[config.mk]
export PLATFORM = sky130hd
export DESIGN_NAME = move_ctrl
export DESIGN_NICKNAME = d
export VERILOG_FILES = /design/src/rtl/ttt_pkg.sv /design/src/rtl/ttt_cursor.sv /design/src/rtl/move_ctrl.sv
export SDC_FILE = /design/constraint.sdc
export NUM_CORES = 1
export LEC_CHECK = 0
export ABC_AREA = 0
export ABC_CLOCK_PERIOD_IN_PS = 3800
export BUFFER_PORTS_ARGS = -buffer_cell sky130_fd_sc_hd__buf_4
export CAP_MARGIN = 20
export CORE_MARGIN = 4
export CORE_UTILIZATION = 50
export CTS_CLUSTER_DIAMETER = 80
export DETAILED_ROUTE_END_ITERATION = 6
export GPL_ROUTABILITY_DRIVEN = 0
export PLACE_DENSITY = 0.75
export SKIP_CTS_REPAIR_TIMING = 1
export SYNTH_ARGS = -nofsm -noshare
export SYNTH_HDL_FRONTEND = slang
export SYNTH_SLANG_ARGS = --single-unit
[constraint.sdc]
create_clock -name clk -period 3.8 [get_ports clk]
set_clock_uncertainty 0.2 [all_clocks]
set_input_delay 0.38 -clock clk [delete_from_list [all_inputs] [get_ports clk]]
set_output_delay 0.38 -clock clk [all_outputs]
set_load 0.05 [all_outputs]
[src/rtl/ttt_pkg.sv]
// ttt_pkg: encodings, sizes and FSM states shared by the tic-tac-toe tile,
// line checker and move controller.
package ttt_pkg;
    localparam logic [1:0] EMPTY = 2'd0;
    localparam logic [1:0] X = 2'd1;
    localparam logic [1:0] O = 2'd2;
    localparam int NUM_TILES = 9;
    localparam logic [3:0] CURSOR_RESET = 4'd4;
    typedef enum logic [1:0] {PLAY, COMMIT, SETTLE, DONE} state_t;
endpackage

[src/rtl/ttt_cursor.sv]
// ttt_cursor: next cursor on the 3x3 grid; up/down wrap within the column,
// left/right wrap within the row, priority up > down > left > right.
module ttt_cursor (
    input  logic [3:0] cur_i,
    input  logic       up_i,
    input  logic       down_i,
    input  logic       left_i,
    input  logic       right_i,
    output logic [3:0] cur_o
);
    logic row0, row2, col0, col2;
    always_comb begin
        row0  = cur_i < 4'd3;
        row2  = cur_i >= 4'd6;
        col0  = cur_i == 4'd0 || cur_i == 4'd3 || cur_i == 4'd6;
        col2  = cur_i == 4'd2 || cur_i == 4'd5 || cur_i == 4'd8;
        cur_o = up_i    ? (row0 ? cur_i + 4'd6 : cur_i - 4'd3) :
                down_i  ? (row2 ? cur_i - 4'd6 : cur_i + 4'd3) :
                left_i  ? (col0 ? cur_i + 4'd2 : cur_i - 4'd1) :
                right_i ? (col2 ? cur_i - 4'd2 : cur_i + 4'd1) : cur_i;
    end
endmodule

[src/rtl/move_ctrl.sv]
// move_ctrl: turns button pulses into cursor moves and one-cycle tile selects,
// tracks turn and move count, and ends the game on a win or a full board.
module move_ctrl
    import ttt_pkg::*;
(
    input  logic                 clk,
    input  logic                 reset,
    input  logic                 btn_up,
    input  logic                 btn_down,
    input  logic                 btn_left,
    input  logic                 btn_right,
    input  logic                 btn_place,
    input  logic [17:0]          board,
    input  logic [1:0]           winner,
    output logic [NUM_TILES-1:0] sel,
    output logic                 turn,
    output logic [3:0]           cursor,
    output logic [3:0]           move_count,
    output logic                 game_over,
    output logic                 draw,
    output logic                 illegal
);
    state_t state_q, state_d;
    logic [NUM_TILES-1:0] sel_q, sel_d;
    logic [3:0] cursor_q, cursor_d, cnt_q, cnt_d, cur_nav, cnt_inc;
    logic turn_q, turn_d, over_q, over_d, draw_q, draw_d, ill_q, ill_d;
    logic [1:0] tile;

    ttt_cursor u_cursor (
        .cur_i   (cursor_q),
        .up_i    (btn_up),
        .down_i  (btn_down),
        .left_i  (btn_left),
        .right_i (btn_right),
        .cur_o   (cur_nav)
    );

    assign tile    = board[{cursor_q, 1'b0} +: 2];
    assign cnt_inc = (cnt_q == 4'd9) ? 4'd9 : cnt_q + 4'd1;

    always_comb begin
        state_d  = state_q;
        cursor_d = cursor_q;
        turn_d   = turn_q;
        sel_d    = '0;
        cnt_d    = cnt_q;
        over_d   = over_q;
        draw_d   = draw_q;
        ill_d    = 1'b0;
        case (state_q)
            PLAY: begin
                if (btn_place && tile == EMPTY) begin
                    sel_d   = NUM_TILES'(1) << cursor_q;
                    state_d = COMMIT;
                end else if (btn_place) begin
                    ill_d = 1'b1;
                end else begin
                    cursor_d = cur_nav;
                end
            end
            COMMIT: state_d = SETTLE;
            SETTLE: begin
                // winner is only trusted here, once the board shows the new move
                cnt_d = cnt_inc;
                if (winner != EMPTY || cnt_inc == 4'd9) begin
                    state_d = DONE;
                    over_d  = 1'b1;
                    draw_d  = winner == EMPTY;
                end else begin
                    turn_d  = ~turn_q;
                    state_d = PLAY;
                end
            end
            default: ;
        endcase
    end

    always_ff @(posedge clk or posedge reset) begin
        if (reset) begin
            state_q  <= PLAY;
            cursor_q <= CURSOR_RESET;
            turn_q   <= 1'b0;
            sel_q    <= '0;
            cnt_q    <= '0;
            over_q   <= 1'b0;
            draw_q   <= 1'b0;
            ill_q    <= 1'b0;
        end else begin
            state_q  <= state_d;
            cursor_q <= cursor_d;
            turn_q   <= turn_d;
            sel_q    <= sel_d;
            cnt_q    <= cnt_d;
            over_q   <= over_d;
            draw_q   <= draw_d;
            ill_q    <= ill_d;
        end
    end

    assign sel        = sel_q;
    assign turn       = turn_q;
    assign cursor     = cursor_q;
    assign move_count = cnt_q;
    assign game_over  = over_q;
    assign draw       = draw_q;
    assign illegal    = ill_q;
endmodule
Word level (Yosys, flattened, before mapping)

Index checks and enable logic that the tools add are counted.

Add/sub/neg operators: 9
Order comparisons: 2
Eq/ne operators: 10
Shift-type cells: 2
Multiplexer cells: 17
Bitwise logic cells: 4
Reduce and logical (&&, ||, !) cells: 17

Operators by type and width:

| operator                                                          | count |
|---|---|
| 2-to-1 mux 4 bit                                                  | 9 |
| 2-to-1 mux 9 bit                                                  | 2 |
| indexed part select 18 x 6 -> 2 bit                               | 1 |
| == test 4 bit, second input constant                              | 3 |
| left shift 1 x 4 -> 9 bit, first input constant                   | 1 |
| adder 4 x 1 -> 4 bit, second input constant                       | 2 |
| adder 4 x 2 -> 4 bit, second input constant                       | 2 |
| == test 4 x 2 -> 1 bit, second input constant                     | 2 |
| == test 4 x 3 -> 1 bit, second input constant                     | 2 |
| subtractor 4 x 2 -> 4 bit, second input constant                  | 2 |
| zero test 2 bit                                                   | 3 |
| one-hot mux 2 bit (3 select lines)                                | 1 |
| AND reduction 2 bit                                               | 3 |
| logical OR 1 bit                                                  | 5 |
| adder 4 x 3 -> 4 bit, second input constant                       | 1 |
| greater-or-equal comparator 4 x 3 -> 1 bit, second input constant | 1 |
| zero test 4 bit                                                   | 1 |
| less-than comparator 4 x 2 -> 1 bit, second input constant        | 1 |
| 2-to-1 mux 2 bit                                                  | 2 |
| NOT 1 bit                                                         | 4 |
| AND reduction 4 bit                                               | 1 |
| nonzero test 4 bit                                                | 1 |
| subtractor 4 x 1 -> 4 bit, second input constant                  | 1 |
| subtractor 4 x 3 -> 4 bit, second input constant                  | 1 |
| 7 further kinds                                                   | 9 |

Bits in registers: 23
Bits of input ports: 27
Word-level logic and storage cells: 69

Longest topological paths before layout

Word-level depth: 8
Mapped depth: 9
Mapped depth without buffers: 7

Modules after synthesis

A second synthesis with hierarchy kept.

Cell total of the unflattened synthesis: 202
Area total of the unflattened synthesis: 1899.3 um2

Modules (own cells, without submodules):

| module     | times used | cells an instance | area each (um2) |
|---|---|---|---|
| move_ctrl  | 1          | 107               | 1213.7 |
| ttt_cursor | 1          | 95                | 685.7 |

Least setup slack after synthesis

OpenSTA, ideal clock, no wires.

Path kind: reg2reg
From: reg cursor_q[1], in the netlist cursor[1]
To: reg state_q[0]
Arrival: 2.329 ns
Data required time: 3.475 ns
Path slack: 1.146 ns
Cell stages (with the launch flop): 7
Cell sequence: dfrtp_1 > buf_6 > mux4_2 > nor3_2 > nor2_1 > o32a_1 > mux2_4

Longest elaborated chain between the ends: 5

RTL lines:

| item                                 | RTL line        | source |
|---|---|---|
| start, declared                      | move_ctrl.sv:25 | `logic [3:0] cursor_q, cursor_d, cnt_q, cnt_d, cur_nav, cnt_inc;` |
| start signal, assigned               | move_ctrl.sv:90 | `cursor_q <= cursor_d;` |
| indexed part select 18 x 6 -> 2 bit  | move_ctrl.sv:38 | `assign tile = board[{cursor_q, 1'b0} +: 2];` |
| zero test 2 bit                      | move_ctrl.sv:52 | `if (btn_place && tile == EMPTY) begin` |
| logical AND 1 bit                    | move_ctrl.sv:52 |  |
| != test 2 bit (no source line)       | -               |  |
| AND reduction 2 bit (no source line) | -               |  |
| end signal, assigned                 | move_ctrl.sv:89 | `state_q <= state_d;` |
| end, declared                        | move_ctrl.sv:23 | `state_t state_q, state_d;` |

No other way between the ends.
A chain may end at the register's enable or synchronous reset.

Final worst setup path

From: reg cursor_q[1], in the netlist cursor[1]
To: reg cursor_q[3], in the netlist cursor[3]

Longest elaborated chain between the ends: 8
Elaborated cells between the ends (all ways): 33
Those cells by class: add/sub: 8; order compare: 2; eq/ne: 5; shift: 1; mux: 8; bitwise: 1; reduce/logical: 8

RTL lines:

| item |
|---|
| parallel branches: the longest is 8 deep, another holds adder 4 x 1 -> 4 bit |

Several ways; the timed one is not identified. The select of a mux whose other input is x is not followed.

==> impl_metrics.ini <==
[yosys]
syn_area_mm2 = 0.00174
synthFlopType = dfrtp_1
yosysWarningCount = 0
syn_area_per_cell_um2 = 9.39
async_flop_share = 1.00
synth_edf_count = 0
synth-seq-cells = 23
synth.distinct_cells = 53
ys_seq_area_frac = 0.332
syn_inst = 185
synth_nets = 228

[cts]
root_buffer = clkbuf_4
cts_tree = built
h-tree-depth = 1
clockBufferDepth = 2
clk_latency_ns = 0.31
cts_inserted_buffers = 3
clkSinkCount = 23
clk_pin_slew_ns = 0.12

[grt]
grt_first_pass_wirelength_mm = 7.07
grt.overflow.total = 0
grt_pass1_vias = 1487
grt_antenna_before_repair = 0
grt_max_degree = 32
grt_usage = 0.202

[job]
maxCapViolCount = 0

[timing]
tightest_slew_ns = 0.831
timing.fmax_mhz = 356
fin_crit_ns = 2.81
slew_violations = 0
hold_violations = 0
fin_crit_sh = 0.740
rsz0062_at_grt = false
slew_headroom = 0.446
setup_viol = 0
setup-tns-final_ns = 0

[hold_path]
min_path_type = in2async

[placed_design]
dp_hpwl_mm = 3.35
portBuffers = 47
dpl_cell_area_mm2 = 0.00211

[finish]
stdcell_area_mm2 = 0.00213
multi_input_area_mm2 = 0.00108
fin_util = 0.639
fillers = 293
areaGrowthSynthToFinish_pct = 22.7
layout-drive-gt1-share = 0.260
n_antenna_cell = 0
final-seq-area_um2 = 577
nNetsFinal = 271

[floorplanning]
die_h_um = 67.0
io_pins = 48
die-area_mm2 = 0.00448
start_util = 0.521
rows = 21
dieWidth_um = 67.0
core_mm2 = 0.00334

[pwr]
ir_drop_uv = 303
p_total_w = 0.00166
powerDensity_mw_per_mm2 = 779
p_leak_nw = 0.993

[critical_path]
setup.worst_path.end_class = register
required_ns = 3.81
cp_max_fo = 17
start_kind = register
arrival_ns = 2.82
worstSetupPathType = reg2reg
reg2reg_depth = 7

[detailed_routing]
wl_per_cell_um = 15.9
totalWireLength_mm = 4.33
drt_iter0_drc = 119
drc_errors = 0
via_per_inst = 5.83
dr.pass1.iters = 4
vias = 1592
ant_nets = 0

[run_status]
status = completed
[cell families (layout without fill, tap and decap cells)]
group,after synthesis,after routing,share of synthesized area
compound gates,44,44,0.182
mux,8,8,0.0799
xor+xnor,5,5,0.0252
fa+ha+maj,16,16,0.115
buf+inv,19,61,0.0461
flops,23,23,0.332
simple gates,70,70,0.220
[state kept, by name, indices dropped and copies added, names as in the netlist]
| name | cells |
|---|---|
| draw | 1 |
| cursor | 4 |
| sel | 9 |
| illegal | 1 |
| game_over | 1 |
| state_q | 2 |
| turn | 1 |
| move_count | 4 |
[layout make-up]
type	instances	area share
flip-flops and latches	23	0.271
repair buffers	47	0.165
multi-input cells	143	0.507
inverters	10	0.0176
clock buffers	4	0.0123
well taps	46	0.0270
[synth_stat cells, types with 5 or more instances]
cell type / count / area share
dfrtp_1: 22 / 0.32
inv_1: 10 / 0.022
clkbuf_1: 7 / 0.015
nand2b_1: 5 / 0.018
nand3_1: 6 / 0.017
nand2_1: 10 / 0.022
a21oi_1: 6 / 0.017
o21ai_0: 7 / 0.020
and3_1: 6 / 0.022
ha_1: 16 / 0.12
nor2_1: 16 / 0.035
[critical path: stages, from the launching register on]
cell	delay, ns
dfrtp_1	0.76
inv_1	0.32
ha_1	0.32
o21bai_1	0.25
a21boi_0	0.14
o21ai_0	0.22
nand4_1	0.13
o32a_1	0.37
[routing by layer]
metal  global-route usage  share of wire
met2                0.360           0.50
met4               0.0582          0.016
met5                    0              0
met1                0.259           0.44
met3               0.0152          0.045
[cell usage in the layout, fill, tap and decap left out, types with 4 or more instances in the layout]
cell	instances
ha_1	16
and3_1	6
nand2_1	10
xnor2_1	4
and2_1	4
buf_4	47
o21ai_0	7
nor3_1	4
inv_1	10
a21oi_1	6
nor2_1	16
dfrtp_1	22
nand2b_1	5
nand3_1	6
[per-stage QoR]
step           worst slack (ns)  std cells  hold WS [ns]
4_1_cts                    1.02        273        0.0600
3_3_place_gp               1.19        269         0.252
3_5_place_dp               1.03        269         0.262
2_1_floorplan              1.15        185         0.181
5_1_grt                   0.745        273        0.0934
6_report                  0.989        273        0.0241
[final timing paths]
kind | start | endpoint | slack [ns]
max | cursor[1] | cursor[3] | 0.99
min | reset | sel[3] | 0.02
max reg2reg | cursor[1] | cursor[3] | 0.99
min reg2reg | turn | turn | 0.29
max in group asynchronous | reset | cursor[1] | 2.86
min in group clk | btn_left | cursor[2] | 0.18
[power by group]
group          switching, W  internal (W)
sequential         0.000183      0.000319
clock             0.0000706     0.0000410
combinational      0.000626      0.000422
total              0.000880      0.000782
Note: power is estimated with default switching activity, not from simulation.
